$ cat config.mk
export PLATFORM = sky130hd
export DESIGN_NAME = spi_mem_loader
export DESIGN_NICKNAME = d
export VERILOG_FILES = /design/src/rtl/spi_mem_loader_pkg.sv /design/src/rtl/spi_mem_loader_shift_reg.sv /design/src/rtl/spi_mem_loader.sv
export SDC_FILE = /design/constraint.sdc
export NUM_CORES = 1
export LEC_CHECK = 0
export CORE_MARGIN = 3
export CORE_UTILIZATION = 40
export DETAILED_ROUTE_END_ITERATION = 12
export PLACE_DENSITY = 0.78
export SETUP_SLACK_MARGIN = 0.05
export SYNTH_ARGS = -nofsm -noshare
export SYNTH_HDL_FRONTEND = slang
export SYNTH_HIERARCHICAL = 1
export SYNTH_SLANG_ARGS = --single-unit
$ cat constraint.sdc
create_clock -name clk -period 1.9 [get_ports clk]
set_input_delay 0.38 -clock clk [delete_from_list [all_inputs] [get_ports clk]]
set_output_delay 0.38 -clock clk [all_outputs]
set_load 0.005 [all_outputs]
$ cat src/rtl/spi_mem_loader_pkg.sv
// ---------------------------------------------------------------------------
// spi_mem_loader_pkg
// Shared definitions for the serial memory loader: frame geometry, default
// memory sizes, loader state encodings and a small range-check helper.
// No ports (package).
// ---------------------------------------------------------------------------
package spi_mem_loader_pkg;

    localparam int FRAME_W     = 12;
    localparam int DEF_DATA_W  = 8;
    localparam int DEF_ADDR_W  = 4;
    localparam int DEF_IMEM_SZ = 16;
    localparam int DEF_DMEM_SZ = 15;

    // Bit counter is wide enough to hold FRAME_W+1, the saturation value that
    // marks an over-long frame.
    localparam int CNT_W = 4;

    typedef enum logic [1:0] {
        ST_IDLE   = 2'b00,
        ST_SHIFT  = 2'b01,
        ST_COMMIT = 2'b10,
        ST_DRAIN  = 2'b11
    } loader_state_t;

    function automatic logic addr_in_range(input int addr, input int size);
        return (addr < size);
    endfunction

endpackage

$ cat src/rtl/spi_mem_loader_shift_reg.sv
// ---------------------------------------------------------------------------
// loader_shift_reg
// Serial-in / parallel-out frame register with a saturating bit counter.
// Ports:
//   clk, rst   clock and synchronous active-high reset
//   clear      start of frame: discard old contents and load bit_in as the
//              first bit (count becomes 1)
//   shift_en   shift bit_in in at the LSB end, count up (saturating)
//   bit_in     serial data
//   data       parallel frame contents, first bit received ends up at MSB
//   count      number of bits received, saturates at W+1
// ---------------------------------------------------------------------------
module loader_shift_reg
    import spi_mem_loader_pkg::*;
#(
    parameter int W       = FRAME_W,
    parameter int COUNT_W = CNT_W
) (
    input  logic               clk,
    input  logic               rst,
    input  logic               clear,
    input  logic               shift_en,
    input  logic               bit_in,
    output logic [W-1:0]       data,
    output logic [COUNT_W-1:0] count
);

    // Saturating at W+1 lets the controller tell "exactly W bits" apart from
    // "too many bits" without a wider counter.
    localparam logic [COUNT_W-1:0] COUNT_SAT = COUNT_W'(W + 1);

    always_ff @(posedge clk) begin
        if (rst) begin
            data  <= '0;
            count <= '0;
        end else if (clear) begin
            data  <= {{(W-1){1'b0}}, bit_in};
            count <= COUNT_W'(1);
        end else if (shift_en) begin
            data <= {data[W-2:0], bit_in};
            if (count != COUNT_SAT) begin
                count <= count + COUNT_W'(1);
            end
        end
    end

endmodule

$ cat src/rtl/spi_mem_loader.sv
// ---------------------------------------------------------------------------
// spi_mem_loader
// Serial program/data loader between the external SPI-style pins and the
// core's instruction and data memories. Shifts in 12-bit frames
// {data[7:0], addr[3:0]} MSB first, validates length, address and core state,
// and issues one single-cycle write strobe per valid frame.
//
// Optional feature: define SPI_MEM_LOADER_READBACK_EN to shift the data
// memory word at the last committed data-memory address out on miso_out
// during a csd frame. Without it miso_out is 0.
//
// Ports:
//   clk, rst        clock, synchronous active-high reset
//   csi_n_in        instruction-memory select (active low)
//   csd_n_in        data-memory select (active low)
//   mosi_in         serial data in, sampled each rising edge while selected
//   core_busy_in    core executing; new loads refused while high
//   dmem_rdata_in   data memory combinational read data at mem_addr_out
//   mem_addr_out    address to both memories
//   mem_wdata_out   write data to both memories
//   imem_wen_out    instruction memory write strobe
//   dmem_wen_out    data memory write strobe
//   miso_out        serial readback data
//   busy_out        loader owns the memory ports
//   err_out         sticky frame error, cleared by the next frame start
// ---------------------------------------------------------------------------
module spi_mem_loader
    import spi_mem_loader_pkg::*;
#(
    parameter int DATA_W  = DEF_DATA_W,
    parameter int ADDR_W  = DEF_ADDR_W,
    parameter int IMEM_SZ = DEF_IMEM_SZ,
    parameter int DMEM_SZ = DEF_DMEM_SZ
) (
    input  logic              clk,
    input  logic              rst,
    input  logic              csi_n_in,
    input  logic              csd_n_in,
    input  logic              mosi_in,
    input  logic              core_busy_in,
    input  logic [DATA_W-1:0] dmem_rdata_in,
    output logic [ADDR_W-1:0] mem_addr_out,
    output logic [DATA_W-1:0] mem_wdata_out,
    output logic              imem_wen_out,
    output logic              dmem_wen_out,
    output logic              miso_out,
    output logic              busy_out,
    output logic              err_out
);

    localparam int FW = DATA_W + ADDR_W;
    localparam logic [CNT_W-1:0] FULL_COUNT = CNT_W'(FW);

    loader_state_t     state;
    loader_state_t     state_next;
    logic              tgt_dmem;
    logic              tgt_load;
    logic              sr_clear;
    logic              sr_shift;
    logic              err_set;
    logic              err_clr;
    logic [FW-1:0]     frame;
    logic [CNT_W-1:0]  count;
    logic [ADDR_W-1:0] frame_addr;
    logic              sel_n;
    logic              other_n;
    logic              addr_ok;

    loader_shift_reg #(
        .W       (FW),
        .COUNT_W (CNT_W)
    ) u_shift (
        .clk      (clk),
        .rst      (rst),
        .clear    (sr_clear),
        .shift_en (sr_shift),
        .bit_in   (mosi_in),
        .data     (frame),
        .count    (count)
    );

    assign frame_addr = frame[ADDR_W-1:0];

    // The select latched at frame start, and the one that must stay high.
    assign sel_n   = tgt_dmem ? csd_n_in : csi_n_in;
    assign other_n = tgt_dmem ? csi_n_in : csd_n_in;
    assign addr_ok = tgt_dmem ? addr_in_range(int'(frame_addr), DMEM_SZ)
                              : addr_in_range(int'(frame_addr), IMEM_SZ);

    always_ff @(posedge clk) begin
        if (rst) begin
            state    <= ST_IDLE;
            tgt_dmem <= 1'b0;
            err_out  <= 1'b0;
        end else begin
            state <= state_next;
            if (tgt_load) begin
                tgt_dmem <= ~csd_n_in;
            end
            if (err_set) begin
                err_out <= 1'b1;
            end else if (err_clr) begin
                err_out <= 1'b0;
            end
        end
    end

    always_comb begin
        state_next = state;
        tgt_load   = 1'b0;
        sr_clear   = 1'b0;
        sr_shift   = 1'b0;
        err_set    = 1'b0;
        err_clr    = 1'b0;
        unique case (state)
            ST_IDLE: begin
                if (!csi_n_in && !csd_n_in) begin
                    err_set    = 1'b1;
                    state_next = ST_DRAIN;
                end else if (!csi_n_in || !csd_n_in) begin
                    if (core_busy_in) begin
                        err_set    = 1'b1;
                        state_next = ST_DRAIN;
                    end else begin
                        err_clr    = 1'b1;
                        sr_clear   = 1'b1;
                        tgt_load   = 1'b1;
                        state_next = ST_SHIFT;
                    end
                end
            end
            ST_SHIFT: begin
                // A second select during a frame is a bus conflict; it wins
                // over a simultaneous end of frame.
                if (!other_n) begin
                    err_set    = 1'b1;
                    state_next = ST_DRAIN;
                end else if (!sel_n) begin
                    sr_shift = 1'b1;
                end else if (count == FULL_COUNT && addr_ok) begin
                    state_next = ST_COMMIT;
                end else begin
                    err_set    = 1'b1;
                    state_next = ST_IDLE;
                end
            end
            ST_COMMIT: begin
                state_next = ST_IDLE;
            end
            ST_DRAIN: begin
                if (csi_n_in && csd_n_in) begin
                    state_next = ST_IDLE;
                end
            end
            default: begin
                state_next = ST_IDLE;
            end
        endcase
    end

`ifdef SPI_MEM_LOADER_READBACK_EN
    logic [ADDR_W-1:0] rb_addr;
    logic [DATA_W-1:0] rb_shifted;

    always_ff @(posedge clk) begin
        if (rst) begin
            rb_addr <= '0;
        end else if (state == ST_COMMIT && tgt_dmem) begin
            rb_addr <= frame_addr;
        end
    end

    // After k frame bits have been taken, word bit (DATA_W-k) is presented.
    assign rb_shifted = dmem_rdata_in << (count - CNT_W'(1));
`else
    logic unused_rdata;
    assign unused_rdata = ^dmem_rdata_in;
`endif

    always_comb begin
        imem_wen_out  = (state == ST_COMMIT) && !tgt_dmem;
        dmem_wen_out  = (state == ST_COMMIT) && tgt_dmem;
        busy_out      = (state != ST_IDLE);
        mem_wdata_out = frame[FW-1:ADDR_W];
        mem_addr_out  = frame_addr;
        miso_out      = 1'b0;
`ifdef SPI_MEM_LOADER_READBACK_EN
        if (state == ST_SHIFT && tgt_dmem) begin
            mem_addr_out = rb_addr;
            if (count != '0 && count <= CNT_W'(DATA_W)) begin
                miso_out = rb_shifted[DATA_W-1];
            end
        end
`endif
    end

endmodule

==> load_flow_metrics.sql, run 1 <==
INSERT INTO impl_metrics (metric_group, metric, value, unit) VALUES
('outcome', 'status', 'finished, final reports clean', ''),
('worst_setup_path', 'required', '2.11', 'ns'),
('synth', 'synth_async_sr_flop_share', '0', ''),
('route', 'route.final.wire_length', '2170', 'um'),
('global_routing', 'grt_pass1_wl', '3590', 'um'),
('layout', 'multi_input_area', '532', 'um2'),
('worst_setup_path', 'setup.worst_path.class', 'in2reg', ''),
('floorplanning', 'ios', '31', ''),
('route', 'avgRoutedWirePerCell', '12.8', 'um'),
('floorplanning', 'die_width', '56.6', 'um'),
('route', 'drtIter0Drc', '22', ''),
('route', 'top_layer_used', 'met4', ''),
('sta', 'fin_crit', '1.79', 'ns'),
('layout', 'mostFrequentLayoutCells', '21 x sky130_fd_sc_hd__clkdlybuf4s50_1, 18 x sky130_fd_sc_hd__nor2_1, 17 x sky130_fd_sc_hd__dfxtp_1, 12 x sky130_fd_sc_hd__mux2i_1, 11 x sky130_fd_sc_hd__buf_4', ''),
('sta', 'final_hold_viol_count', '0', ''),
('clock_network', 'clock_sink_total', '20', ''),
('clock_network', 'cts-root-to-sink-buffers', '2', ''),
('route', 'drc_errors', '0', ''),
('route', 'vias', '886', ''),
('worst_setup_path', 'setup.worst_path.end_class', 'register', ''),
('route', 'detail_route.wirelength.met1', '1000', 'um'),
('sta', 'final.setup.tns', '0', 'ns'),
('clock_network', 'htree_levels', '1', ''),
('floorplanning', 'floorplan.initialDensity', '0.443', ''),
('clock_network', 'ctsHoldBuffers', '0', ''),
('floorplanning', 'fp.coreArea', '2320', 'um2'),
('power', 'ir_worst_vdd', '0.685', 'mV'),
('sta', 'finClkSkew', '0.00646', 'ns'),
('worst_setup_path', 'worstSetupStartpointType', 'primary input', ''),
('global_routing', 'grt_start_max_net_pins', '16', ''),
('synth', 'synth_warnings', '6', ''),
('route', 'detail_routed_via_count_per_cell', '5.24', ''),
('synth', 'seq_area_frac_synth', '0.390', ''),
('global_routing', 'gr-total-overflow', '0', ''),
('floorplanning', 'dieArea', '3210', 'um2'),
('worst_setup_path', 'timing.critical_path.fanout_max', '15', ''),
('global_routing', 'grt_antenna_before_repair', '0', ''),
('sta', 'total_of_endpoints_with_negative_setup_slack_in_the_final_report', '0', ''),
('synth', 'syn_area', '1030', 'um2'),
('place', 'gp_congestion', '0.847', ''),
('clock_network', 'insertion_delay', '0.31', 'ns'),
('global_routing', 'track_usage', '0.143', ''),
('clock_network', 'clk_pin_slew_worst_paths', '0.12', 'ns'),
('synth', 'net_count_of_the_mapped_netlist', '128', ''),
('clock_network', 'library_cell_used_as_clock_root_buffer', 'sky130_fd_sc_hd__clkbuf_4', ''),
('power', 'p_per_area', '719', 'nW/um2'),
('sta', 'final.hold.worst_slack', '0.505', 'ns'),
('synth', 'avgSynthCellArea', '9.16', 'um2'),
('sta', 'max_freq', '0.559', 'GHz'),
('layout', 'layout-drive-gt1-share', '0.191', ''),
('clock_network', 'cts_made_buffers', '3', ''),
('synth', 'ys_dominant_reg_cell', 'sky130_fd_sc_hd__dfxtp_1', ''),
('sta', 'layout_worst_path_cycle_share', '0.942', ''),
('layout', 'mostFrequentLayoutCell', 'sky130_fd_sc_hd__clkdlybuf4s50_1', ''),
('synth', 'yosysUniqueCellTypes', '32', ''),
('layout', 'final_net_count', '158', ''),
('power', 'static-leakage-power', '0.499', 'nW'),
('flow_run', 'timing.max_cap.violations', '0', ''),
('route', 'wl_met3', '95', 'um'),
('route', 'antenna_left', '0', ''),
('place', 'total_of_buffers_placed_on_input_and_output_ports', '21', ''),
('layout', 'final_core_utilization', '0.587', ''),
('layout', 'ff_latch_area', '409', 'um2'),
('route', 'met2_wirelength', '1040', 'um'),
('synth', 'postSynthRegisterBits', '20', ''),
('place', 'dp_hpwl', '1620', 'um'),
('layout', 'fillerInstances', '199', ''),
('floorplanning', 'row_count', '17', ''),
('global_routing', 'first_global_vias', '855', ''),
('clock_network', 'cts_tree', 'yes', ''),
('sta', 'maxSlewViolCount', '0', ''),
('layout', 'antenna_cells_inserted', '0', ''),
('synth', 'synth-edff-count', '0', ''),
('floorplanning', 'die-height', '56.6', 'um'),
('layout', 'flow.area_growth_from_synthesis', '32.6', '%'),
('sta', 'setup_repair_after_global_routing_missed_its_margin', 'no', ''),
('worst_setup_path', 'cp_data_arrival_time', '2.00', 'ns'),
('route', 'dr.pass1.iters', '5', ''),
('synth', 'syn_inst', '112', ''),
('worst_hold_path', 'min_path_type', 'reg2reg', '');
-- sequential cells by signal (all words and copies together) (netlist names) --
signal,cells
state,2
u_shift/count,4
u_shift/data,12
tgt_dmem,1
err_out,1
-- path summary, 6_finish.rpt --
kind | start | depth (start not counted) | slack [ns] | to
hold / removal | u_shift/data[0] | 2 | 0.50 | u_shift/data[0]
setup / recovery | csi_n_in | 7 | 0.11 | u_shift/data[2]
hold reg to reg | u_shift/data[0] | 2 | 0.50 | u_shift/data[0]
setup reg to reg | tgt_dmem | 6 | 0.29 | u_shift/data[2]
-- Yosys cell counts, drive strengths merged, types with 2 or more instances --
| cell type | n | area (um2) |
|---|---|---|
| dfxtp | 20 | 400 |
| nor2 | 18 | 67.6 |
| mux2i | 12 | 120 |
| a21oi | 9 | 45.0 |
| buf | 8 | 75.1 |
| nor3 | 8 | 50.1 |
| inv | 5 | 18.8 |
| nand2 | 4 | 15.0 |
| a211oi | 3 | 22.5 |
| and3 | 3 | 18.8 |
| a221oi | 2 | 23.8 |
| ha | 2 | 25.0 |
| nand4 | 2 | 12.5 |
| o22a | 2 | 17.5 |
| or2 | 2 | 15.0 |
-- cell type report --
cell class,instances,share of cell area
well taps,28,0.0258
inverters,5,0.0138
clock buffers,3,0.0166
clock inverters,1,0.0221
multi-input cells,79,0.391
repair buffers,33,0.230
flip-flops and latches,20,0.301
-- metal layers --
layer	global-route usage	vias to the layer above
li1	-	455
met1	0.172	403
met2	0.231	22
met3	0.0529	6
met4	0.0542	0
met5	0	-
-- what timing repair did --
action,CTS,global route
endpoints found under the setup margin,3,3
setup buffers,0,1
resized for setup,3,3
-- critical path, stage by stage --
cell,delay (ns)
sky130_fd_sc_hd__clkdlybuf4s50_1,0.52
sky130_fd_sc_hd__and3b_1,0.17
sky130_fd_sc_hd__a21oi_1,0.07
sky130_fd_sc_hd__nor2_1,0.39
sky130_fd_sc_hd__buf_12,0.22
sky130_fd_sc_hd__mux2i_1,0.19
sky130_fd_sc_hd__nor2_1,0.06
-- report_power, final --
group          total (mW)  switching [mW]  internal, mW
clock               0.349           0.136         0.214
combinational       0.174          0.0793        0.0948
sequential          0.455          0.0205         0.434
total               0.978           0.236         0.743
-- stage by stage --
stage                     setup WS (ns)  area, um2  power, mW  cells
after detailed placement         -0.207       1290      0.633    164
after floorplan                   0.363       1030      0.573    112
after CTS                        0.0599       1350      0.986    168
after global routing             0.0590       1360       1.02    169
after global placement           -0.132       1290      0.625    164
final                             0.111       1360      0.978    169
-- kinds of logic (layout without fill, tap and decap cells) --
kind of cell	Yosys count	in the layout	share of synthesized area
AOI/OAI and AO/OA	20	20	0.138
other	1	1	0.00366
DFF	20	20	0.390
xor gates and xnor gates	1	1	0.00854
and+or+nand+nor	43	43	0.227
adders and majority gates	2	2	0.0244
muxes	12	12	0.117
buffers and inverters	13	42	0.0915
Note: power is estimated with default switching activity, not from simulation.
==> inputs of run 2 (changes only) <==
- CAP_MARGIN: default -> 20
- PLACE_DENSITY: 0.78 -> 0.67
- SKIP_CTS_REPAIR_TIMING: default -> 1
==> run 2 against run 1 <==
Effect of this change:
- register-to-register slack improved by 0.03 ns
- non-clock buffer count fell by 4
- count of clock-buffer cells in the layout did not move
- highest routed layer unchanged
- routed wire length fell by 7.2%
- first-iteration DRC count fell by 77%
- fmax rose by 0.82%
- global-route usage fell by 0.83 points
- cell count fell by 3.0%
==> load_flow_metrics.sql, run 2 (same netlist as run 1, synthesis figures left out) <==
INSERT INTO impl_metrics (metric_group, metric, value, unit) VALUES
('layout', 'largest_registers', 'u_shift/data x12, u_shift/count x4, state x2', ''),
('route', 'detail_routed_via_count_per_cell', '5.18', ''),
('power', 'ir_worst_vdd', '0.544', 'mV'),
('floorplanning', 'floorplan.initialDensity', '0.443', ''),
('clock_network', 'clock_sink_total', '20', ''),
('sta', 'max_freq', '0.564', 'GHz'),
('route', 'avgRoutedWirePerCell', '12.3', 'um'),
('layout', 'layout-drive-gt1-share', '0.162', ''),
('layout', 'largest_register_ffs', '12', ''),
('clock_network', 'cts_made_buffers', '3', ''),
('worst_hold_path', 'min_path_type', 'reg2reg', ''),
('worst_setup_path', 'required', '1.52', 'ns'),
('power', 'p_per_area', '618', 'nW/um2'),
('sta', 'final_hold_viol_count', '0', ''),
('layout', 'registers.top_by_ff_count', 'u_shift/data', ''),
('outcome', 'status', 'finished, final reports clean', ''),
('global_routing', 'grt_antenna_before_repair', '0', ''),
('power', 'static-leakage-power', '0.486', 'nW'),
('sta', 'final.hold.worst_slack', '0.504', 'ns'),
('power', 'fin_total_pwr', '812', 'uW'),
('worst_setup_path', 'cp_data_arrival_time', '1.39', 'ns'),
('layout', 'fillerInstances', '225', ''),
('worst_setup_path', 'setup.worst_path.class', 'reg2out', ''),
('route', 'antenna_left', '0', ''),
('worst_setup_path', 'worstSetupStartpointType', 'register', ''),
('route', 'dr.pass1.iters', '4', ''),
('clock_network', 'cts_tree', 'yes', ''),
('clock_network', 'htree_levels', '1', ''),
('floorplanning', 'row_count', '17', ''),
('layout', 'antenna_cells_inserted', '0', ''),
('floorplanning', 'ios', '31', ''),
('place', 'postPlaceCellArea', '1280', 'um2'),
('layout', 'final_net_count', '154', ''),
('place', 'gp_congestion', '0.820', ''),
('layout', 'final_core_utilization', '0.567', ''),
('floorplanning', 'die_width', '56.6', 'um'),
('sta', 'maxSlewViolCount', '0', ''),
('route', 'vias', '849', ''),
('sta', 'layout_worst_path_cycle_share', '0.934', ''),
('flow_run', 'timing.max_cap.violations', '0', ''),
('clock_network', 'cts-root-to-sink-buffers', '2', ''),
('global_routing', 'grt_pass1_wl', '3440', 'um'),
('route', 'drc_errors', '0', ''),
('floorplanning', 'dieArea', '3210', 'um2'),
('layout', 'mostFrequentLayoutCells', '20 x sky130_fd_sc_hd__clkdlybuf4s50_1, 18 x sky130_fd_sc_hd__nor2_1, 17 x sky130_fd_sc_hd__dfxtp_1, 12 x sky130_fd_sc_hd__mux2i_1, 9 x sky130_fd_sc_hd__a21oi_1', ''),
('clock_network', 'clk_pin_slew_worst_paths', '0.10', 'ns'),
('global_routing', 'first_global_vias', '767', ''),
('route', 'drtIter0Drc', '5', ''),
('sta', 'finClkSkew', '0.00190', 'ns'),
('layout', 'flow.area_growth_from_synthesis', '28.2', '%'),
('global_routing', 'gr-total-overflow', '0', ''),
('floorplanning', 'die-height', '56.6', 'um'),
('sta', 'fin_crit', '1.77', 'ns'),
('global_routing', 'track_usage', '0.135', ''),
('layout', 'mostFrequentLayoutCell', 'sky130_fd_sc_hd__clkdlybuf4s50_1', ''),
('worst_setup_path', 'setup.worst_path.end_class', 'primary output', ''),
('place', 'total_of_buffers_placed_on_input_and_output_ports', '21', ''),
('route', 'route.final.wire_length', '2010', 'um'),
('clock_network', 'library_cell_used_as_clock_root_buffer', 'sky130_fd_sc_hd__clkbuf_4', ''),
('sta', 'setup_repair_after_global_routing_missed_its_margin', 'no', ''),
('floorplanning', 'fp.coreArea', '2320', 'um2'),
('worst_setup_path', 'timing.critical_path.fanout_max', '8', ''),
('layout', 'fin_area', '1320', 'um2'),
('sta', 'total_of_endpoints_with_negative_setup_slack_in_the_final_report', '0', ''),
('clock_network', 'insertion_delay', '0.29', 'ns'),
('global_routing', 'grt_start_max_net_pins', '15', ''),
('place', 'dp_hpwl', '1480', 'um');
==> run 2: path summary, 6_finish.rpt <==
path	start	endpoint	slack [ns]	depth (start not counted)
max reg2reg	state[0]	u_shift/count[1]	0.32	4
max	state[0]	busy_out	0.13	2
min reg2reg	u_shift/data[0]	u_shift/data[0]	0.50	2
min	u_shift/data[0]	u_shift/data[0]	0.50	2
==> run 2: cell type report <==
type	instances	area [um2]	area share
Sequential cell	20	409	0.311
Timing Repair Buffer	29	298	0.226
Multi-Input combinational cell	79	532	0.404
Tap cell	28	35.0	0.0266
Clock buffer	3	22.5	0.0171
Inverter	5	18.8	0.0143
==> run 2: through the flow <==
stage / setup TNS [ns] / worst slack, ns / cells
final: 0 / 0.126 / 164
after global routing: 0 / 0.0595 / 164
after CTS: -0.00254 / -0.00254 / 164
after detailed placement: -2.13 / -0.164 / 161
after global placement: -1.87 / -0.153 / 161
after floorplan: 0 / 0.363 / 112
==> run 2: where the power goes <==
part / switching, mW / total (mW) / internal (mW)
clock: 0.120 / 0.194 / 0.0738
sequential: 0.0219 / 0.456 / 0.434
combinational: 0.0729 / 0.162 / 0.0889
total: 0.215 / 0.812 / 0.597
==> run 2: metal layers <==
metal,share of wire,vias up,track usage
met5,0,-,0
met4,0.0060,0,0.0305
met3,0.043,2,0.0506
met2,0.44,17,0.198
met1,0.51,382,0.187
li1,-,448,-
==> run 2: worst max-delay path, cell delays in order, from the launching register on <==
cell                              delay (ns)
sky130_fd_sc_hd__dfxtp_4                0.39
sky130_fd_sc_hd__or2_4                  0.27
sky130_fd_sc_hd__clkdlybuf4s50_1        0.45
==> inputs of run 3 (changes only) <==
- TNS_END_PERCENT: default -> 10
==> results of run 3 <==
No change in the layout: final DEF, timing and power equal those of run 2.
